### config.mk
export PLATFORM = sky130hd
export DESIGN_NAME = block_config_loader
export DESIGN_NICKNAME = d
export VERILOG_FILES = /design/src/rtl/cfg_pkg.sv /design/src/rtl/cfg_sipo.sv /design/src/rtl/block_config_loader.sv
export SDC_FILE = /design/constraint.sdc
export NUM_CORES = 1
export LEC_CHECK = 0
export BUFFER_PORTS_ARGS = -buffer_cell sky130_fd_sc_hd__clkbuf_2
export CAP_MARGIN = 0
export CORE_ASPECT_RATIO = 0.75
export CORE_MARGIN = 2
export CORE_UTILIZATION = 35
export DETAILED_ROUTE_END_ITERATION = 8
export PLACE_DENSITY = 0.57
export SETUP_SLACK_MARGIN = 0.02
export SYNTH_ARGS = -nofsm -noshare
export SYNTH_HDL_FRONTEND = slang
export SYNTH_SLANG_ARGS = --single-unit
### constraint.sdc
create_clock -name clk -period 2 [get_ports clk]
set_input_delay 0.2 -clock clk [delete_from_list [all_inputs] [get_ports clk]]
set_output_delay 0.2 -clock clk [all_outputs]
set_load 0.03 [all_outputs]
### src/rtl/cfg_pkg.sv
// ---------------------------------------------------------------------------
// cfg_pkg
// Shared definitions for the block-style configuration path: the loader FSM
// state encoding and a clog2 helper that the latch blocks also use to size
// their block-select fields.
// ---------------------------------------------------------------------------
package cfg_pkg;

    // Loader sequence: wait for a start request, shift one word in, present it
    // on the shared bus, then strobe the selected latch block.
    typedef enum logic [1:0] {
        IDLE   = 2'd0,
        SHIFT  = 2'd1,
        SETUP  = 2'd2,
        COMMIT = 2'd3
    } cfg_state_t;

    // Ceiling log2 with a floor of one bit, so a counter for a single item
    // still has a legal (1-bit) vector width.
    function automatic int clog2_min1(input int value);
        int width;
        int span;
        width = 0;
        span  = 1;
        while (span < value) begin
            span  = span * 2;
            width = width + 1;
        end
        return (width < 1) ? 1 : width;
    endfunction

endpackage

### src/rtl/cfg_sipo.sv
// ---------------------------------------------------------------------------
// cfg_sipo
// Serial-in / parallel-out word assembler for the config loader. Bits arrive
// MSB first and are shifted in from the LSB end; a bit counter tracks the
// position inside the current word and wraps back to zero on the last bit,
// at which point word_full is raised for that single transfer.
//
// Ports
//   clk        in   1         clock, all state changes on posedge
//   rst        in   1         asynchronous active-high reset
//   shift_en   in   1         accept bit_in this cycle
//   clear      in   1         restart the bit counter (word boundary)
//   bit_in     in   1         serial data
//   word_out   out  MEM_SIZE  assembled shift register contents
//   word_full  out  1         this transfer completes a word
// ---------------------------------------------------------------------------
module cfg_sipo
    import cfg_pkg::*;
#(
    parameter int MEM_SIZE = 16
) (
    input  logic                clk,
    input  logic                rst,
    input  logic                shift_en,
    input  logic                clear,
    input  logic                bit_in,
    output logic [MEM_SIZE-1:0] word_out,
    output logic                word_full
);

    localparam int                CNT_W    = clog2_min1(MEM_SIZE);
    localparam logic [CNT_W-1:0]  LAST_BIT = CNT_W'(MEM_SIZE - 1);

    logic [MEM_SIZE-1:0] shreg_q;
    logic [MEM_SIZE-1:0] shreg_d;
    logic [CNT_W-1:0]    bit_cnt_q;
    logic [CNT_W-1:0]    bit_cnt_d;

    // The counter returns to zero on the final bit instead of incrementing,
    // so it never leaves 0..MEM_SIZE-1 even if the owner does not clear it.
    always_comb begin
        shreg_d   = shreg_q;
        bit_cnt_d = bit_cnt_q;
        word_full = 1'b0;
        if (clear) begin
            bit_cnt_d = '0;
        end else if (shift_en) begin
            shreg_d = {shreg_q[MEM_SIZE-2:0], bit_in};
            if (bit_cnt_q == LAST_BIT) begin
                bit_cnt_d = '0;
                word_full = 1'b1;
            end else begin
                bit_cnt_d = bit_cnt_q + CNT_W'(1);
            end
        end
    end

    always_ff @(posedge clk or posedge rst) begin
        if (rst) begin
            shreg_q   <= '0;
            bit_cnt_q <= '0;
        end else begin
            shreg_q   <= shreg_d;
            bit_cnt_q <= bit_cnt_d;
        end
    end

    assign word_out = shreg_q;

endmodule

### src/rtl/block_config_loader.sv
// ---------------------------------------------------------------------------
// block_config_loader
// Writer side of the block-style config interface. A serial bitstream taken
// over a valid/ready handshake is assembled into MEM_SIZE-bit words; each word
// is placed on the shared config_out bus and then written into the next of
// NUM_BLOCKS latch blocks with a one-cycle comb_set strobe.
//
// Ports
//   clk         in   1           clock
//   rst         in   1           asynchronous active-high reset
//   cfg_start   in   1           request a full load (looked at in IDLE only)
//   cfg_bit     in   1           serial data, MSB of each word first
//   cfg_valid   in   1           cfg_bit is valid
//   cfg_ready   out  1           loader takes cfg_bit this cycle
//   config_out  out  MEM_SIZE    word to every block's config_in
//   comb_set    out  NUM_BLOCKS  one-hot write strobe per block
//   busy        out  1           load sequence in progress
//   done        out  1           one-cycle pulse after the last block write
//
// BLK_BITS is derived from NUM_BLOCKS and must be left at its default.
// ---------------------------------------------------------------------------
module block_config_loader
    import cfg_pkg::*;
#(
    parameter int MEM_SIZE   = 16,
    parameter int NUM_BLOCKS = 4,
    parameter int BLK_BITS   = clog2_min1(NUM_BLOCKS)
) (
    input  logic                  clk,
    input  logic                  rst,
    input  logic                  cfg_start,
    input  logic                  cfg_bit,
    input  logic                  cfg_valid,
    output logic                  cfg_ready,
    output logic [MEM_SIZE-1:0]   config_out,
    output logic [NUM_BLOCKS-1:0] comb_set,
    output logic                  busy,
    output logic                  done
);

    localparam logic [BLK_BITS-1:0] LAST_BLK = BLK_BITS'(NUM_BLOCKS - 1);

    cfg_state_t            state_q;
    cfg_state_t            state_d;
    logic [BLK_BITS-1:0]   blk_cnt_q;
    logic [BLK_BITS-1:0]   blk_cnt_d;
    logic [MEM_SIZE-1:0]   config_out_q;
    logic [MEM_SIZE-1:0]   config_out_d;
    logic [NUM_BLOCKS-1:0] comb_set_q;
    logic [NUM_BLOCKS-1:0] comb_set_d;
    logic                  busy_q;
    logic                  busy_d;
    logic                  done_q;
    logic                  done_d;

    logic                  shift_en;
    logic                  sipo_clear;
    logic [MEM_SIZE-1:0]   sipo_word;
    logic                  word_full;
    logic                  last_blk;

    // Ready comes straight from the state register, so the source sees a
    // glitch-free handshake and bits offered in SETUP/COMMIT are simply held.
    assign cfg_ready  = (state_q == SHIFT);
    assign shift_en   = cfg_ready && cfg_valid;
    assign last_blk   = (blk_cnt_q == LAST_BLK);

    // The bit counter restarts both on a fresh sequence and at every block
    // boundary, so a word always begins at bit position zero.
    assign sipo_clear = ((state_q == IDLE) && cfg_start) || (state_q == COMMIT);

    cfg_sipo #(
        .MEM_SIZE (MEM_SIZE)
    ) u_sipo (
        .clk       (clk),
        .rst       (rst),
        .shift_en  (shift_en),
        .clear     (sipo_clear),
        .bit_in    (cfg_bit),
        .word_out  (sipo_word),
        .word_full (word_full)
    );

    // State register.
    always_ff @(posedge clk or posedge rst) begin
        if (rst) begin
            state_q <= IDLE;
        end else begin
            state_q <= state_d;
        end
    end

    // Next-state logic: one word per SHIFT pass, then a fixed two-cycle
    // present/strobe pair before either the next word or back to IDLE.
    always_comb begin
        state_d = state_q;
        case (state_q)
            IDLE:    if (cfg_start) state_d = SHIFT;
            SHIFT:   if (word_full) state_d = SETUP;
            SETUP:   state_d = COMMIT;
            COMMIT:  state_d = last_blk ? IDLE : SHIFT;
            default: state_d = IDLE;
        endcase
    end

    // Output logic. Every output is registered: config_out loads in SETUP so
    // the bus is settled a full cycle before the strobe, the strobe register
    // is high the cycle after COMMIT, and done follows one cycle behind the
    // strobe of the final block.
    always_comb begin
        blk_cnt_d    = blk_cnt_q;
        config_out_d = config_out_q;
        busy_d       = busy_q;
        comb_set_d   = '0;
        done_d       = comb_set_q[NUM_BLOCKS-1];
        case (state_q)
            IDLE: begin
                if (cfg_start) begin
                    blk_cnt_d = '0;
                    busy_d    = 1'b1;
                end
            end
            SETUP: begin
                config_out_d = sipo_word;
            end
            COMMIT: begin
                for (int k = 0; k < NUM_BLOCKS; k++) begin
                    comb_set_d[k] = (blk_cnt_q == BLK_BITS'(k));
                end
                if (last_blk) begin
                    busy_d = 1'b0;
                end else begin
                    blk_cnt_d = blk_cnt_q + BLK_BITS'(1);
                end
            end
            default: begin
            end
        endcase
    end

    // Output and counter registers; reset drops the strobe immediately so a
    // block being written when rst hits is left for the next sequence.
    always_ff @(posedge clk or posedge rst) begin
        if (rst) begin
            blk_cnt_q    <= '0;
            config_out_q <= '0;
            comb_set_q   <= '0;
            busy_q       <= 1'b0;
            done_q       <= 1'b0;
        end else begin
            blk_cnt_q    <= blk_cnt_d;
            config_out_q <= config_out_d;
            comb_set_q   <= comb_set_d;
            busy_q       <= busy_d;
            done_q       <= done_d;
        end
    end

    assign config_out = config_out_q;
    assign comb_set   = comb_set_q;
    assign busy       = busy_q;
    assign done       = done_q;

endmodule

---- Word-level counts from Yosys, hierarchy flattened ----
Index checks and enable logic that the tools add are counted.
word-level totals
  register bits ........................... 46
  bits of input ports ..................... 5
  output and inout bits ................... 23
  logic and storage cells ................. 50
cells by class
  add/subtract/negate cells ............... 2
  eq/ne operators ......................... 11
  muxes and demuxes ....................... 17
  bitwise operators ....................... 1
  reductions and logical operators ........ 11
operator list
  kind                   count
  $mux W4                4
  $eq A2 B2 Y1 const B   4
  $mux W2                4
  $pmux W2 S4            1
  $mux W1                6
  $ne A2 B2 Y1 const B   3
  $reduce_and A3 Y1      2
  $add A4 B1 Y4 const B  1
  $eq A2 B1 Y1 const B   2
  $eq A4 B4 Y1 const B   1
  $logic_not A2 Y1       2
  $pmux W2 S2            1
  $reduce_and A2 Y1      2
  $reduce_bool A2 Y1     2
  $add A2 B1 Y2 const B  1
  $logic_and A1 B1 Y1    2
  $ne A2 B1 Y1 const B   1
  $pmux W1 S2            1
  $logic_or A1 B1 Y1     1
  $not A1 Y1             1

---- Depth between registers and ports, before layout ----
Gate-level depths: netlist (run 1).
  depth after elaboration ................. 6
  mapped depth ............................ 7
  mapped depth without buffers ............ 5

---- Cells and area by module ----
From an unflattened synthesis (run 1), not the netlist that was laid out.
second synthesis, totals
  cells, all modules ...................... 148
  area, all modules ....................... 2059.5 um^2
modules (own cells, without submodules)
  module               times used  cells an instance  area an instance (um^2)  seq. area each (um^2)
  block_config_loader  1           92                 1206.2                   650.6
  cfg_sipo             1           56                 853.3                    500.5

---- Worst setup path before layout (run 1) ----
No wires, ideal clock.
  path kind ............................... register -> register
  start ................................... register state_q[1]
  end ..................................... register u_sipo.shreg_q[0], in the netlist u_sipo.word_out[0]
  library setup time ...................... 0.125 ns
  arrival time ............................ 1.893 ns
  data required time ...................... 1.875 ns
  setup slack ............................. -0.018 ns
  cell stages (with the launch flop) ...... 8
  path buffers ............................ 2
  period minus slack after synthesis ...... 2.018 ns
  cells stage by stage .................... dfrtp_1 > inv_1 > ha_1 > nand2_1 > or2_1 > buf_6 > buf_12 > mux2_4
between the ends
  elaborated cells between the ends (all ways) .. 8
  those cells by class .................... 2 x eq/ne; 1 x bitwise; 5 x reduce/logical
RTL lines
  what                         RTL line                   text
  from (decl)                  block_config_loader.sv:43  cfg_state_t state_q;
  from (signal assigned)       block_config_loader.sv:89  state_q <= state_d;
  $eq A2 B1 Y1                 block_config_loader.sv:64  assign cfg_ready = (state_q == SHIFT);
  via cfg_ready                block_config_loader.sv:34  output logic cfg_ready,
  $logic_and A1 B1 Y1          block_config_loader.sv:65  assign shift_en = cfg_ready && cfg_valid;
  $reduce_and A2 Y1 (no line)  --
  to (signal assigned)         cfg_sipo.sv:63             shreg_q <= shreg_d;
  to (decl)                    cfg_sipo.sv:34             logic [MEM_SIZE-1:0] shreg_q;
The timed path passes the listed nets, and every way through them passes these cells.
A chain may end at the register's enable or synchronous reset.

---- Worst setup path in the final report (run 1) ----
  start ................................... register state_q[1]
  end ..................................... register u_sipo.shreg_q[1], in the netlist u_sipo.word_out[1]
between the ends
  word-level cells in the longest chain between the ends .. 5
  elaborated cells between the ends (all ways) .. 8
  those cells by class .................... 2 x eq/ne; 1 x bitwise; 5 x reduce/logical
ends and longest elaborated chain
  what                           RTL line                   text
  $logic_not A2 Y1               block_config_loader.sv:70  assign sipo_clear = ((state_q == IDLE) && cfg_start) || (state_q == COMMIT);
  $logic_and A1 B1 Y1            block_config_loader.sv:70
  $logic_or A1 B1 Y1             block_config_loader.sv:70
  $not A1 Y1 (no line)           --
  $reduce_and A2 Y1 (no line) *  --
Mark *: on every way between the ends. The rest lies on a longest branch, timed or not.

==> impl_metrics.ini, run 1 <==
[sta]
setup_viol_count_final = 0
min_period_ns = 1.88
fin_tns_setup_ns = 0
fin_crit_sh = 0.942
worst_pin_slew_ns = 0.573
hold_viol_final = 0
drv_slew = 0
finalClockSkew_ns = 0.00772
rsz0062_at_grt = false
slew_headroom = 0.618
max_freq_mhz = 531

[layout]
n_fill_cell = 548
drive_gt1_frac = 0.426
finalNetCount = 197
layout_commonest_cell = dfrtp_1
antennaDiodeCount = 0
mostFrequentLayoutCells = dfrtp_1 (46), clkbuf_2 (27), mux2_2 (23)
syn_to_final_growth_pct = 16.6

[detailed_routing]
drc_errors = 0
vias = 1229
wl_mm = 3.43
antenna_left = 0
viasPerCell = 4.71
drtPass1Iterations = 4
wl_per_cell_um = 13.1
drtIter0Drc = 53

[clocking]
cts_tree = yes
htree_levels = 2
numCtsBuffers = 5
cts-resized-gates = 0
holdBufCountCts = 0
cts_max_path_buffers = 2
clk_pin_slew_ns = 0.08
clkLatencyLatePin_ns = 0.30
ctsRootBufferMaster = clkbuf_8
post-cts-setup-buffers = 0
cts_sinks = 46

[setup_path]
critical_path_buf_inv_count = 2
startpoint_type = flop
path_delay_family = flip-flops
crit_path_max_incr_delay_ns = 0.43
cp.required_ns = 2.18
crit_slowest_cell = dfrtp_1
cp-end-kind = flop
crit_fanout = 16
cp.arrival_ns = 2.06
path_class = flop to flop
worstPathCellList = inv_1, ha_2, nand2_1, or2_1, buf_4, mux2_4

[synth]
synth_compound_area_frac = 0.0627
synth_simple_gate_area_frac = 0.0676
synth_top_family_by_area = multiplexers
netlist_area_mm2 = 0.00204
yosys-mux-area-fraction = 0.201
syn_area_per_cell_um2 = 13.8
synth_xor_area_frac = 0.00430
synth-seq-area-share = 0.565
synth.ff_latch_count = 46
async_flop_share = 1.00
ys_types = 33
synth-main-ff-cell = dfrtp_1
synthAdderAreaFrac = 0.0614
synth_nets = 163
yosys_warnings = 0
synth-edff-count = 0
synth_cells = 148

[pwr]
total_power_uw = 3440
leakagePower_uw = 0.00122
powerDensity_mw_per_mm2 = 1450
vdd_drop_max_mv = 0.408

[placed_design]
place.gp.congestion = 0.731
numPortBuffers = 27
dp_hpwl_mm = 2.45

[floorplanning]
die_w_um = 92.1
coreArea_mm2 = 0.00571
ios = 28
die_area_mm2 = 0.00645
die_y_um = 70.1
start_util = 0.357
rows = 24

[grt]
grt_pass1_vias = 1271
antenna_found_initial = 0
overflow = 0
grt_pass1_wl_mm = 6.09
grt_max_degree = 47
grt_use_total = 0.117

[hold_path]
hold_path.class = primary input to asynchronous set/reset pin

[run_status]
status = finished, final reports clean

[run]
drv_cap = 0
synth_stat cells (2+ instances only):
cell | instances | area, um^2
ha_1 | 10 | 125
mux2_2 | 23 | 259
nand3_1 | 3 | 15.0
nor2_1 | 2 | 7.51
clkbuf_1 | 2 | 7.51
or3_1 | 2 | 12.5
dfrtp_1 | 46 | 1150
o211ai_1 | 2 | 15.0
a21oi_1 | 4 | 20.0
nand2_1 | 6 | 22.5
and2_1 | 4 | 25.0
mux2_4 | 10 | 150
inv_1 | 9 | 33.8
o21ai_0 | 5 | 25.0
o2bb2ai_1 | 2 | 17.5
area by class of cell:
cell class | count | area [um^2] | area share
sequential | 46 | 1150 | 0.484
multi-input combinational | 88 | 811 | 0.341
timing repair buffer | 32 | 173 | 0.0727
tap | 78 | 97.6 | 0.0411
clock buffer | 6 | 72.6 | 0.0305
clock inverter | 2 | 37.5 | 0.0158
inverter | 9 | 33.8 | 0.0142
stage by stage:
step,utilization,cell area [um^2],std cells,setup WS (ns),hold slack (ns)
finish,0.416,2380,261,0.116,0.0250
floorplan,-,2040,148,0.126,0.349
global route,0.416,2380,261,0.0394,0.0893
global placement,0.397,2270,253,0.248,0.352
CTS,0.416,2380,261,0.132,0.0376
detailed placement,0.397,2270,253,0.156,0.364
cells by family (layout without fill, tap and decap cells):
logic type / after synthesis / after routing
buffers and inverters: 14 / 49
muxes: 33 / 33
xor gates and xnor gates: 1 / 1
adders and majority gates: 10 / 10
and+or+nand+nor: 25 / 25
AOI/OAI and AO/OA: 19 / 19
DFF: 46 / 46
state kept, by name, summed over array words and instances, names as in the netlist:
register          flops
comb_set              4
blk_cnt_q             2
u_sipo.bit_cnt_q      4
state_q               2
config_out           16
busy                  1
u_sipo.word_out      16
done                  1
worst reg2reg max path: stages, from the launching register on:
cell	delay, ns
dfrtp_1	0.43
inv_1	0.13
ha_2	0.29
nand2_1	0.13
or2_1	0.24
buf_4	0.22
mux2_4	0.32
per-layer routing:
metal / global-route usage / share of wire
met5: 0 / 0
met2: 0.195 / 0.50
met3: 0.0302 / 0.042
met4: 0.0514 / 0.017
met1: 0.143 / 0.45
report_power, final:
part / internal [uW] / switching (uW)
combinational: 620 / 771
clock: 373 / 301
sequential: 1190 / 185
total: 2180 / 1260
worst paths after layout:
check / startpoint / to / slack [ns] / cells after the start
hold / removal: rst / config_out[2] / 0.02 / 3
min in group clk: cfg_bit / u_sipo.word_out[0] / 0.13 / 2
setup / recovery: state_q[1] / u_sipo.word_out[1] / 0.12 / 6
setup reg to reg: state_q[1] / u_sipo.word_out[1] / 0.12 / 6
hold reg to reg: comb_set[3] / done / 0.39 / 0
max in group asynchronous: rst / blk_cnt_q[1] / 1.59 / 3
(Power assumes the default switching activity.)
==> run 2, diff against run 1 <==
- SYNTH_HIERARCHICAL: unset -> 1
==> run 2 against run 1 <==
Final cell count rose by 0.38%. Cell area rose by 1.8%. Area after synthesis rose by 1.1%. Utilization rose by 0.52 points. Hold slack improved by 0.11 ns. Synthesized cell count did not move. Flip-flop and latch count did not move. Power rose by 14%. Via count fell by 1.9%. Fmax rose by 2.0%. Global-route usage rose by 1.2 points. Largest cell class unchanged.
==> impl_metrics.ini, run 2 <==
[run_status]
status = finished, final reports clean

[layout]
mostFrequentLayoutCells = dfrtp_1 (44), clkbuf_2 (27), mux2_2 (20)
ff_latch_area_mm2 = 0.00115
multi_input_area_um2 = 863
drive_gt1_frac = 0.446
fin_cells = 262
layout_commonest_cell = dfrtp_1
antennaDiodeCount = 0
n_fill_cell = 538
syn_to_final_growth_pct = 17.4
finalNetCount = 199

[setup_path]
path_class = flop to flop
cp-end-kind = flop
cp.required_ns = 2.18
crit_fanout = 6
cp.arrival_ns = 2.03
startpoint_type = flop

[sta]
worst_pin_slew_ns = 0.765
min_period_ns = 1.85
setup_viol_count_final = 0
max_freq_mhz = 542
hold_ws_ns = 0.137
slew_headroom = 0.490
drv_slew = 0
hold_viol_final = 0
fin_crit_sh = 0.923
rsz0062_at_grt = false
finalClockSkew_ns = 0.00472

[run]
drv_cap = 0

[floorplanning]
rows = 24
ios = 28
die_area_mm2 = 0.00652
die_y_um = 70.4
die_w_um = 92.6
start_util = 0.359
coreArea_mm2 = 0.00574

[synth]
synth_common_cells = dfrtp_1 (46), mux2_2 (20), ha_1 (11), mux2_4 (10), inv_1 (8)
synth_top_area_share = 0.559
syn_area_per_cell_um2 = 13.9
synth_area_leader_cell = dfrtp_1
ys_types = 32
synthTopCellsByArea = dfrtp_1 (56%), mux2_2 (11%), mux2_4 (7.3%)
synth-edff-count = 0
synth.most_common_cell = dfrtp_1
netlist_area_mm2 = 0.00206
synth_nets = 164
synth-main-ff-cell = dfrtp_1
synth.ff_latch_count = 46
synth-seq-area-share = 0.559
synth_cells = 148
yosys_warnings = 6
async_flop_share = 1.00

[grt]
grt_use_total = 0.128
grt_max_degree = 27
grt_pass1_wl_mm = 6.31
antenna_found_initial = 0
grt_pass1_vias = 1258
overflow = 0

[pwr]
switchingPower_uw = 1520
power_frac_clock = 0.148
p_int_uw = 2400
p_comb_frac = 0.449
powerDensity_mw_per_mm2 = 1620
swShare = 0.388
leakagePower_uw = 0.00120
vdd_drop_max_mv = 0.428
seqPwrFrac = 0.403

[detailed_routing]
drc_errors = 0
antenna_left = 0
drtIter0Drc = 27
viasPerCell = 4.60
drtPass1Iterations = 4
wl_mm = 3.65
wl_per_cell_um = 13.9
vias = 1206

[hold_path]
hold_path.class = primary input to flop

[clocking]
cts_sinks = 46
cts_max_path_buffers = 2
clkLatencyLatePin_ns = 0.30
clk_pin_slew_ns = 0.08
numCtsBuffers = 5
htree_levels = 2
cts_tree = yes
ctsRootBufferMaster = clkbuf_8

[placed_design]
placedCellCount = 252
dp_hpwl_mm = 2.57
place.gp.congestion = 0.784
numPortBuffers = 27
[run 2: cell types whose count changed after synthesis, sizes merged, moves of 2 or more]
cell | before | now
nor2 | 2 | 7
nand2b | 0 | 4
nand3b | 0 | 3
o21ai | 5 | 2
buf | 3 | 5
clkbuf | 2 | 0
o2bb2ai | 2 | 0
or2 | 2 | 0
or3 | 2 | 0
[run 2: what timing repair did]
item,in CTS,in global routing
setup endpoints to repair,0,1
endpoints found under the hold margin,26,0
resized for setup,0,3
hold buffers,1,0
buffers inserted,0,1
[run 2: final cells by class]
cell class              instances  area share
inverters                       8      0.0124
clock inverters                 1     0.00207
flip-flops and latches         46       0.477
well taps                      78      0.0404
clock buffers                   7      0.0357
multi-input cells              89       0.357
repair buffers                 33      0.0755
[run 2: cells by family (layout without fill, tap and decap cells)]
group / after synthesis / in the layout / synth area share
compound gates: 14 / 14 / 0.0523
fa+ha+maj: 11 / 11 / 0.0668
simple gates: 29 / 29 / 0.0759
buf+inv: 13 / 49 / 0.0383
flops: 46 / 46 / 0.559
mux: 34 / 34 / 0.204
xor+xnor: 1 / 1 / 0.00425
[run 2: worst max-delay path, stage by stage (launching register included)]
cell and delay [ns]:
dfrtp_2 0.42, inv_2 0.08, ha_2 0.22, a21o_4 0.22, nand2b_4 0.14, nor2_1 0.09, inv_1 0.07, a21oi_2 0.17
mux2_4 0.31
[run 2: final timing paths]
kind	cells after the start	slack, ns	from	to
worst max-delay path	8	0.15	state_q[0]	state_q[1]
min in group asynchronous	4	0.50	rst	config_out[0]
worst max register to register	8	0.15	state_q[0]	state_q[1]
max in group asynchronous	3	0.94	rst	u_sipo/word_out[4]
worst min register to register	0	0.39	comb_set[3]	done
worst min-delay path	2	0.14	cfg_bit	u_sipo/word_out[0]
[run 2: power by group through the flow]
stage               combinational, uW  sequential (uW)  clock (uW)
floorplan                        1110             1850           0
global placement                 1710             1560           0
detailed placement               1760             1590           0
CTS                              1770             1570         607
global route                     1920             1630         652
finish                           1760             1580         580
[run 2: metrics by stage]
stage	setup TNS, ns	instance area, um^2	util	worst slack [ns]	total power [uW]
2_1_floorplan	-0.0351	2100	-	-0.0351	2960
3_3_place_gp	0	2310	0.402	0.183	3270
3_5_place_dp	0	2310	0.402	0.102	3350
4_1_cts	0	2410	0.420	0.0707	3950
5_1_grt	0	2420	0.422	0.0471	4210
6_report	0	2420	0.422	0.154	3920
[run 2: routing by layer]
layer / vias up / wire length [um] / track usage / part of all wire
li1: 579 / - / - / -
met1: 599 / 1700 / 0.165 / 0.47
met2: 20 / 1720 / 0.200 / 0.47
met3: 8 / 142 / 0.0334 / 0.039
met4: 0 / 86 / 0.0663 / 0.024
met5: - / 0 / 0 / 0
